**src/rtl/equalizer_nband_mixer.sv**
```systemverilog
// N-band equalizer mixer: sums band[k]*gain[k] with one multiply per cycle and saturates the
// result. Gains are double-buffered (shadow/active); a commit is applied on the next sample accept.
module equalizer_nband_mixer #(
   parameter int unsigned NBANDS = 8,
   parameter int unsigned DW     = 16,
   parameter int unsigned GW     = 8,
   parameter int unsigned GFRAC  = 0
) (
   input  logic                          clk,
   input  logic                          rst_n,
   input  logic                          in_valid,
   output logic                          in_ready,
   input  logic [NBANDS*DW-1:0]          x_band,
   input  logic                          bypass,
   input  logic                          gain_wr_en,
   input  logic [$clog2(NBANDS)-1:0]     gain_addr,
   input  logic signed [GW-1:0]          gain_wr_data,
   input  logic                          gain_commit,
   output logic                          gain_pending,
   output logic signed [DW-1:0]          y,
   output logic                          out_valid,
   output logic                          sat_flag,
   input  logic                          sat_clr
);

   localparam int unsigned IW = $clog2(NBANDS);
   localparam int unsigned PW = DW + GW;
   localparam int unsigned AW = PW + IW;

   localparam logic signed [GW-1:0] GUnity = GW'(1 << GFRAC);
   localparam logic signed [AW-1:0] AccMax = {{(AW-DW+1){1'b0}}, {(DW-1){1'b1}}};
   localparam logic signed [AW-1:0] AccMin = {{(AW-DW+1){1'b1}}, {(DW-1){1'b0}}};
   localparam logic signed [DW-1:0] YMax   = {1'b0, {(DW-1){1'b1}}};
   localparam logic signed [DW-1:0] YMin   = {1'b1, {(DW-1){1'b0}}};

   typedef enum logic [1:0] {StIdle, StAcc, StOut} state_e;

   state_e                state_q, state_d;
   logic signed [DW-1:0]  x_q [NBANDS];
   logic signed [DW-1:0]  x_d [NBANDS];
   logic signed [GW-1:0]  shadow_q [NBANDS];
   logic signed [GW-1:0]  shadow_d [NBANDS];
   logic signed [GW-1:0]  active_q [NBANDS];
   logic signed [GW-1:0]  active_d [NBANDS];
   logic                  bypass_q, bypass_d;
   logic signed [AW-1:0]  acc_q, acc_d;
   logic [IW-1:0]         idx_q, idx_d;
   logic signed [DW-1:0]  y_q, y_d;
   logic                  out_valid_q, out_valid_d;
   logic                  sat_q, sat_d;
   logic                  pending_q, pending_d;

   logic signed [DW-1:0]  band;
   logic signed [GW-1:0]  g_eff;
   logic signed [PW-1:0]  prod;
   logic signed [AW-1:0]  shifted;

   assign band    = x_q[idx_q];
   assign g_eff   = bypass_q ? GUnity : active_q[idx_q];
   assign prod    = PW'(band) * PW'(g_eff);
   assign shifted = acc_q >>> GFRAC;

   always_comb begin
      state_d     = state_q;
      x_d         = x_q;
      bypass_d    = bypass_q;
      acc_d       = acc_q;
      idx_d       = idx_q;
      y_d         = y_q;
      out_valid_d = 1'b0;
      sat_d       = sat_q & ~sat_clr;
      shadow_d    = shadow_q;
      active_d    = active_q;
      pending_d   = pending_q | gain_commit;

      if (gain_wr_en && (32'(gain_addr) < NBANDS)) begin
         shadow_d[gain_addr] = gain_wr_data;
      end

      unique case (state_q)
         StIdle: begin
            if (in_valid) begin
               for (int k = 0; k < int'(NBANDS); k++) begin
                  x_d[k] = x_band[k*DW +: DW];
               end
               bypass_d = bypass;
               acc_d    = '0;
               idx_d    = '0;
               state_d  = StAcc;
               // Transfer reads shadow_q, so a same-cycle shadow write stays in shadow only.
               if (pending_d) begin
                  active_d  = shadow_q;
                  pending_d = 1'b0;
               end
            end
         end
         StAcc: begin
            acc_d = acc_q + AW'(prod);
            idx_d = idx_q + IW'(1);
            if (idx_q == IW'(NBANDS - 1)) begin
               state_d = StOut;
            end
         end
         StOut: begin
            out_valid_d = 1'b1;
            state_d     = StIdle;
            if (shifted > AccMax) begin
               y_d   = YMax;
               sat_d = 1'b1;
            end else if (shifted < AccMin) begin
               y_d   = YMin;
               sat_d = 1'b1;
            end else begin
               y_d = shifted[DW-1:0];
            end
         end
         default: state_d = StIdle;
      endcase
   end

   always_ff @(posedge clk) begin
      if (!rst_n) begin
         state_q     <= StIdle;
         bypass_q    <= 1'b0;
         acc_q       <= '0;
         idx_q       <= '0;
         y_q         <= '0;
         out_valid_q <= 1'b0;
         sat_q       <= 1'b0;
         pending_q   <= 1'b0;
         for (int k = 0; k < int'(NBANDS); k++) begin
            x_q[k]      <= '0;
            shadow_q[k] <= GUnity;
            active_q[k] <= GUnity;
         end
      end else begin
         state_q     <= state_d;
         bypass_q    <= bypass_d;
         acc_q       <= acc_d;
         idx_q       <= idx_d;
         y_q         <= y_d;
         out_valid_q <= out_valid_d;
         sat_q       <= sat_d;
         pending_q   <= pending_d;
         x_q         <= x_d;
         shadow_q    <= shadow_d;
         active_q    <= active_d;
      end
   end

   assign in_ready     = (state_q == StIdle);
   assign gain_pending = pending_q;
   assign y            = y_q;
   assign out_valid    = out_valid_q;
   assign sat_flag     = sat_q;

endmodule

```
**config.mk**
```make
export PLATFORM = sky130hd
export DESIGN_NAME = equalizer_nband_mixer
export DESIGN_NICKNAME = d
export VERILOG_FILES = /design/src/rtl/equalizer_nband_mixer.sv
export SDC_FILE = /design/constraint.sdc
export NUM_CORES = 1
export LEC_CHECK = 0
export BUFFER_PORTS_ARGS = -buffer_cell sky130_fd_sc_hd__buf_4
export CORE_ASPECT_RATIO = 0.6
export CORE_UTILIZATION = 55
export DETAILED_ROUTE_END_ITERATION = 12
export PLACE_DENSITY = 0.77
export RECOVER_POWER = 100
export SETUP_SLACK_MARGIN = 0.05
export SYNTH_ARGS = -nofsm -noshare
export SYNTH_HDL_FRONTEND = slang
export SYNTH_SLANG_ARGS = --single-unit
```
**constraint.sdc**
```tcl
create_clock -name clk -period 5.65 [get_ports clk]
set_clock_uncertainty 0.15 [all_clocks]
set_input_delay 1.13 -clock clk [delete_from_list [all_inputs] [get_ports clk]]
set_output_delay 1.13 -clock clk [all_outputs]
set_load 0.02 [all_outputs]
```
# [Yosys cells after proc, flatten, opt, wreduce, memory -nomap -nowiden]
# Cells that the tools add are included.
[totals] register_bits=308
[classes] addsub=2 n_mul=1 n_lt_le_gt_ge=5 n_eq_ne=5 muxes=25 bitwise_logic=5 reduce_logical=7
[op_table] op="64-bit bitwise mux" count=1
[op_table] op="16-bit 2-to-1 mux" count=4
[op_table] op="27-bit case mux with 2 select lines" count=1
[op_table] op="16-bit binary-select mux with 3-bit select" count=1
[op_table] op="8-bit 2-to-1 mux" count=4
[op_table] op="27-bit by 24-bit adder with 27-bit output" count=1
[op_table] op="27-bit by 16-bit greater-than comparator with 1-bit output (second input constant)" count=1
[op_table] op="27-bit by 16-bit < comparator with 1-bit output (second input constant)" count=1
[op_table] op="27-bit 2-to-1 mux" count=1
[op_table] op="8-bit binary-select mux with 3-bit select" count=1
[op_table] op="8-bit demux with 3-bit select" count=1
[op_table] op="16-bit by 8-bit multiplier with 24-bit output" count=1
[op_table] op="4-bit >= comparator (second input constant)" count=2
[op_table] op="3-bit inverter with 4-bit output" count=2
[op_table] op="1-bit 2-to-1 mux" count=6
[op_table] op="3-bit case mux with 2 select lines" count=1
[op_table] op="2-bit AND reduction" count=3
[op_table] op="4-bit by 1-bit < comparator with 1-bit output (second input constant)" count=1
[op_table] op="2-bit 2-to-1 mux" count=2
[op_table] op="2-bit != test (second input constant)" count=2
[op_table] op="2-bit case mux with 2 select lines" count=1
[op_table] op="3-bit by 1-bit adder with 3-bit output (second input constant)" count=1
[op_table] op="3-bit equality test (second input constant)" count=1
[op_table] op="3-bit 2-to-1 mux" count=1
[op_table] op="other kinds (9)" count=9

# [Depth between registers and ports, before layout]
[depth] word_depth=8 mapped_depth=24

# [Worst setup path after synthesis]
# Ideal clock, no wire load.
[synth_timing] path_type="flip-flop to flip-flop" startpoint="register idx_q[0]" endpoint="register acc_q[22]" setup_time_ps=117 t_arrival_ps=5959 slack_ps=-577 stages_incl_launch_ff=23 n_path_buf=3 synth_period_minus_slack_ps=6227 cell_sequence="dfxtp_1 buf_6 buf_12 buf_12 mux4_1 mux2i_4 nor2_1 fa_1 inv_1 fa_1 inv_1 fa_1 fa_1 inv_1 fa_1 inv_1 ha_1 o211a_1 a211o_1 nand3b_2 a21oi_1 or3_1 a32o_1"
[synth_between] elab_chain_len=8
[synth_lines] item="start: declaration" line_no="47" text="logic [IW-1:0] idx_q, idx_d;"
[synth_lines] item="start signal: assignment" line_no="140" text="idx_q <= idx_d;"
[synth_lines] item="3-bit inverter with 4-bit output (implied by the code) *" line_no="58, 59"
[synth_lines] item="8-bit binary-select mux with 3-bit select" line_no="59" text="assign g_eff = bypass_q ? GUnity : active_q[idx_q];"
[synth_lines] item="8-bit 2-to-1 mux (implied by the code) (2 in series)" line_no="59"
[synth_lines] item="8-bit 2-to-1 mux" line_no="59"
[synth_lines] item="16-bit by 8-bit multiplier with 24-bit output *" line_no="60" text="assign prod = PW'(band) * PW'(g_eff);"
[synth_lines] item="27-bit by 24-bit adder with 27-bit output *" line_no="98" text="acc_d = acc_q + AW'(prod);"
[synth_lines] item="27-bit case mux with 2 select lines *" line_no="80" text="unique case (state_q)"
[synth_lines] item="end signal: assignment" line_no="125" text="acc_q <= '0;"
[synth_lines] item="end signal: assignment" line_no="139" text="acc_q <= acc_d;"
[synth_lines] item="end: declaration" line_no="46" text="logic signed [AW-1:0] acc_q, acc_d;"
# Every way passes the cells marked *; elsewhere a longest branch is shown, timed or not. The select of a mux whose other input is x is not followed.
# A chain may end at the register's enable or synchronous reset.

# [Final worst setup path]
# Same ends and word-level chain as after synthesis.

==> metrics <==
Final setup viols=18; area delta synth->final=20.9%; Cell Area, Synth=~19000 um2; Synth async-reset ratio=0%; Die Height=145 um; drt total wl=about 53000 um; number of DRC markers in iteration 0=1458; Critical Path Source=idx_q[0]; sequential share of the synthesized area=approximately 33%; Tmin final=6.16 ns; routed len/inst=19.6 um; via count=15336; vias in the first global route=~15000; Final Total Pwr=between 0.005 and 0.006 W; synthesized area per cell=roughly 9.2 um2; CP required=~6.0 ns; largest net degree at the start of global routing=approximately 120; Cell Pwr Density=225 nW/um2; prevailing post-synth register cell=dfxtp_1; yosys warns=0; fin util=between 60% and 70%; share of the synthesized area in the top cell type=between 30% and 40%; failing checks=max-capacitance violations, max-slew violations, negative setup slack; # fillers=around 2600; Skew-Pair Late Insertion Delay=~0.58 ns; layout cells sized above 1=between 20% and 30%; total negative slack=-6.34 ns; Die Wd=240 um; RSZ-0062 raised after global routing=true; CTS tree=yes; P_leak=roughly 9.4 nW; crit path kind=flop to flop; Worst Max-Slew Pin Slew=4.30 ns; PnR worst setup slack=-0.507 ns; R2R Setup Slk=-0.51 ns; H-tree levels=1; drc violations=0; crit path capture type=flop; Mapped Cells=roughly 2000; cell taking the most area after synthesis=dfxtp_1; Slew Limit Fails=about 240; Post-synth EDFFs=0; core area=between 30000 and 40000 um2; FMAX=around 0.16 GHz; first-pass GRT wire length=approximately 84000 um; Synth cell types=70; total track usage=between 30% and 40%; Critical Path Source Type=flop; Routed Antenna Nets=0; clk root buf=clkbuf_16; Syn Nets=2377; clk slew on worst S/H paths=about 0.070 ns; Critical Path AT=6.48 ns; cell count after placement=about 2700; hold path depth=2; antenna violations before repair=0; crit share post-route=109%; post-detail-place hpwl=around 40000 um; Ports=between 150 and 200; worst hold path startpoint=active_q[12]; Final Hold Viols=0; critical path fanouts, max=5; GPL Wtd Cong=roughly 0.97; Starting Density=between 50 and 60%; Post-Layout Cell Count=between 2000 and 3000; PortBufs=roughly 170; hold buffer count at CTS=0; most frequent cells in the layout=nand2_1 (573), dfxtp_1 (305), buf_4 (275), a21boi_0 (266), fa_1 (136); post-synthesis register bit count=about 310; First-pass DRT Iterations=8; reg2reg start=idx_q[0]; fin area=between 20000 and 25000 um2; CTS buffer count=28; total of max-cap violations=3; die area=34800 um2; Hold Path Class=flop to flop; R2R cell count=22; # diodes=0; most common cell after layout, fill and taps aside=nand2_1; Slew HR=-187%; vias per cell=roughly 5.6; placed cell area=approximately 21000 um2; Synth area leaders=dfxtp_1 (33%), fa_1 (15%), nand2_1 (11%); Max clock buf depth=3; Site Rows=51; nets=~2600; Sink Count=between 300 and 400; grt total ovfl=0; Max IR drop VDD=0.205 mV; status=finished with violations
[per-layer routing]
metal	GRT usage (%)	routed length, um	vias up
li1	-	-	7134
met3	5.37	4250	87
met2	46.0	22900	613
met1	47.0	24800	7502
met5	0	0	-
met4	7.39	1400	0
[registers in the layout, summed over array words and instances (netlist names)]
name,cells
active_q,64
shadow_q,64
idx_q,3
x_q,128
y,16
out_valid,1
state_q,2
acc_q,27
bypass_q,1
gain_pending,1
sat_flag,1
[through the flow]
step	hold slack (ns)	worst slack, ns
floorplan	0.285	-0.221
global placement	0.299	-0.676
detailed placement	0.306	-0.733
CTS	0.315	-0.468
global route	0.334	-0.653
finish	0.314	-0.507
[power breakdown]
part	internal (W)	leakage, nW	switching (W)
Combinational	0.000396	6.49	0.000464
Sequential	0.00225	2.51	0.0000636
Clock	0.00105	0.442	0.000870
Total	0.00370	9.44	0.00140
[worst paths after layout]
path	to
max	acc_q[22]
max reg2reg	acc_q[22]
min reg2reg	active_q[12]
min	active_q[12]
[what timing repair did]
action / CTS / global route
buffers inserted: 8 / 6
endpoints found under the setup margin: 19 / 20
cloned: 0 / 1
pin swaps: 25 / 27
gates resized for setup: 55 / 67
[cells in the mapped netlist, drive strengths merged (10+ instances only)]
master,n
xnor2,11
nor2,99
fa,140
inv,106
clkbuf,71
o211ai,18
and2,12
mux4,48
or2,15
a21oi,12
ha,62
mux2i,21
dfxtp,308
a21boi,269
nand2,573
nand3,38
buf,54
nand2b,29
nor3,10
o21ai,27
nor2b,26
[worst max-delay path, stage by stage, from the launching register on]
cell      delay, ns
dfxtp_4        0.42
buf_12         0.14
buf_8          0.10
mux4_2         0.50
mux2i_2        0.20
or2_4          0.20
nor2_4         0.05
fa_1           0.53
inv_1          0.05
fa_1           0.49
inv_2          0.05
fa_1           0.48
fa_1           0.49
inv_1          0.05
fa_1           0.49
inv_2          0.05
ha_4           0.25
o211a_4        0.26
a211o_4        0.36
nand3b_4       0.13
a21oi_2        0.07
or3_1          0.31
a32o_1         0.22
[logic make-up after synthesis]
group	Yosys count	share of synthesized area (%)
flops	308	32.9
compound gates	374	14.7
fa+ha+maj	202	19.1
xor+xnor	20	1.01
mux	71	8.43
buf+inv	231	5.47
simple gates	823	18.3
[cell type report]
type	count	area, um2	area share [%]
clock buffers	38	768	3.39
multi-input cells	1490	12000	53.1
clock inverters	12	128	0.564
flip-flops and latches	308	6170	27.3
well taps	450	563	2.49
repair buffers	326	2580	11.4
inverters	106	403	1.78
No activity file was read; power rests on OpenSTA's default activity.
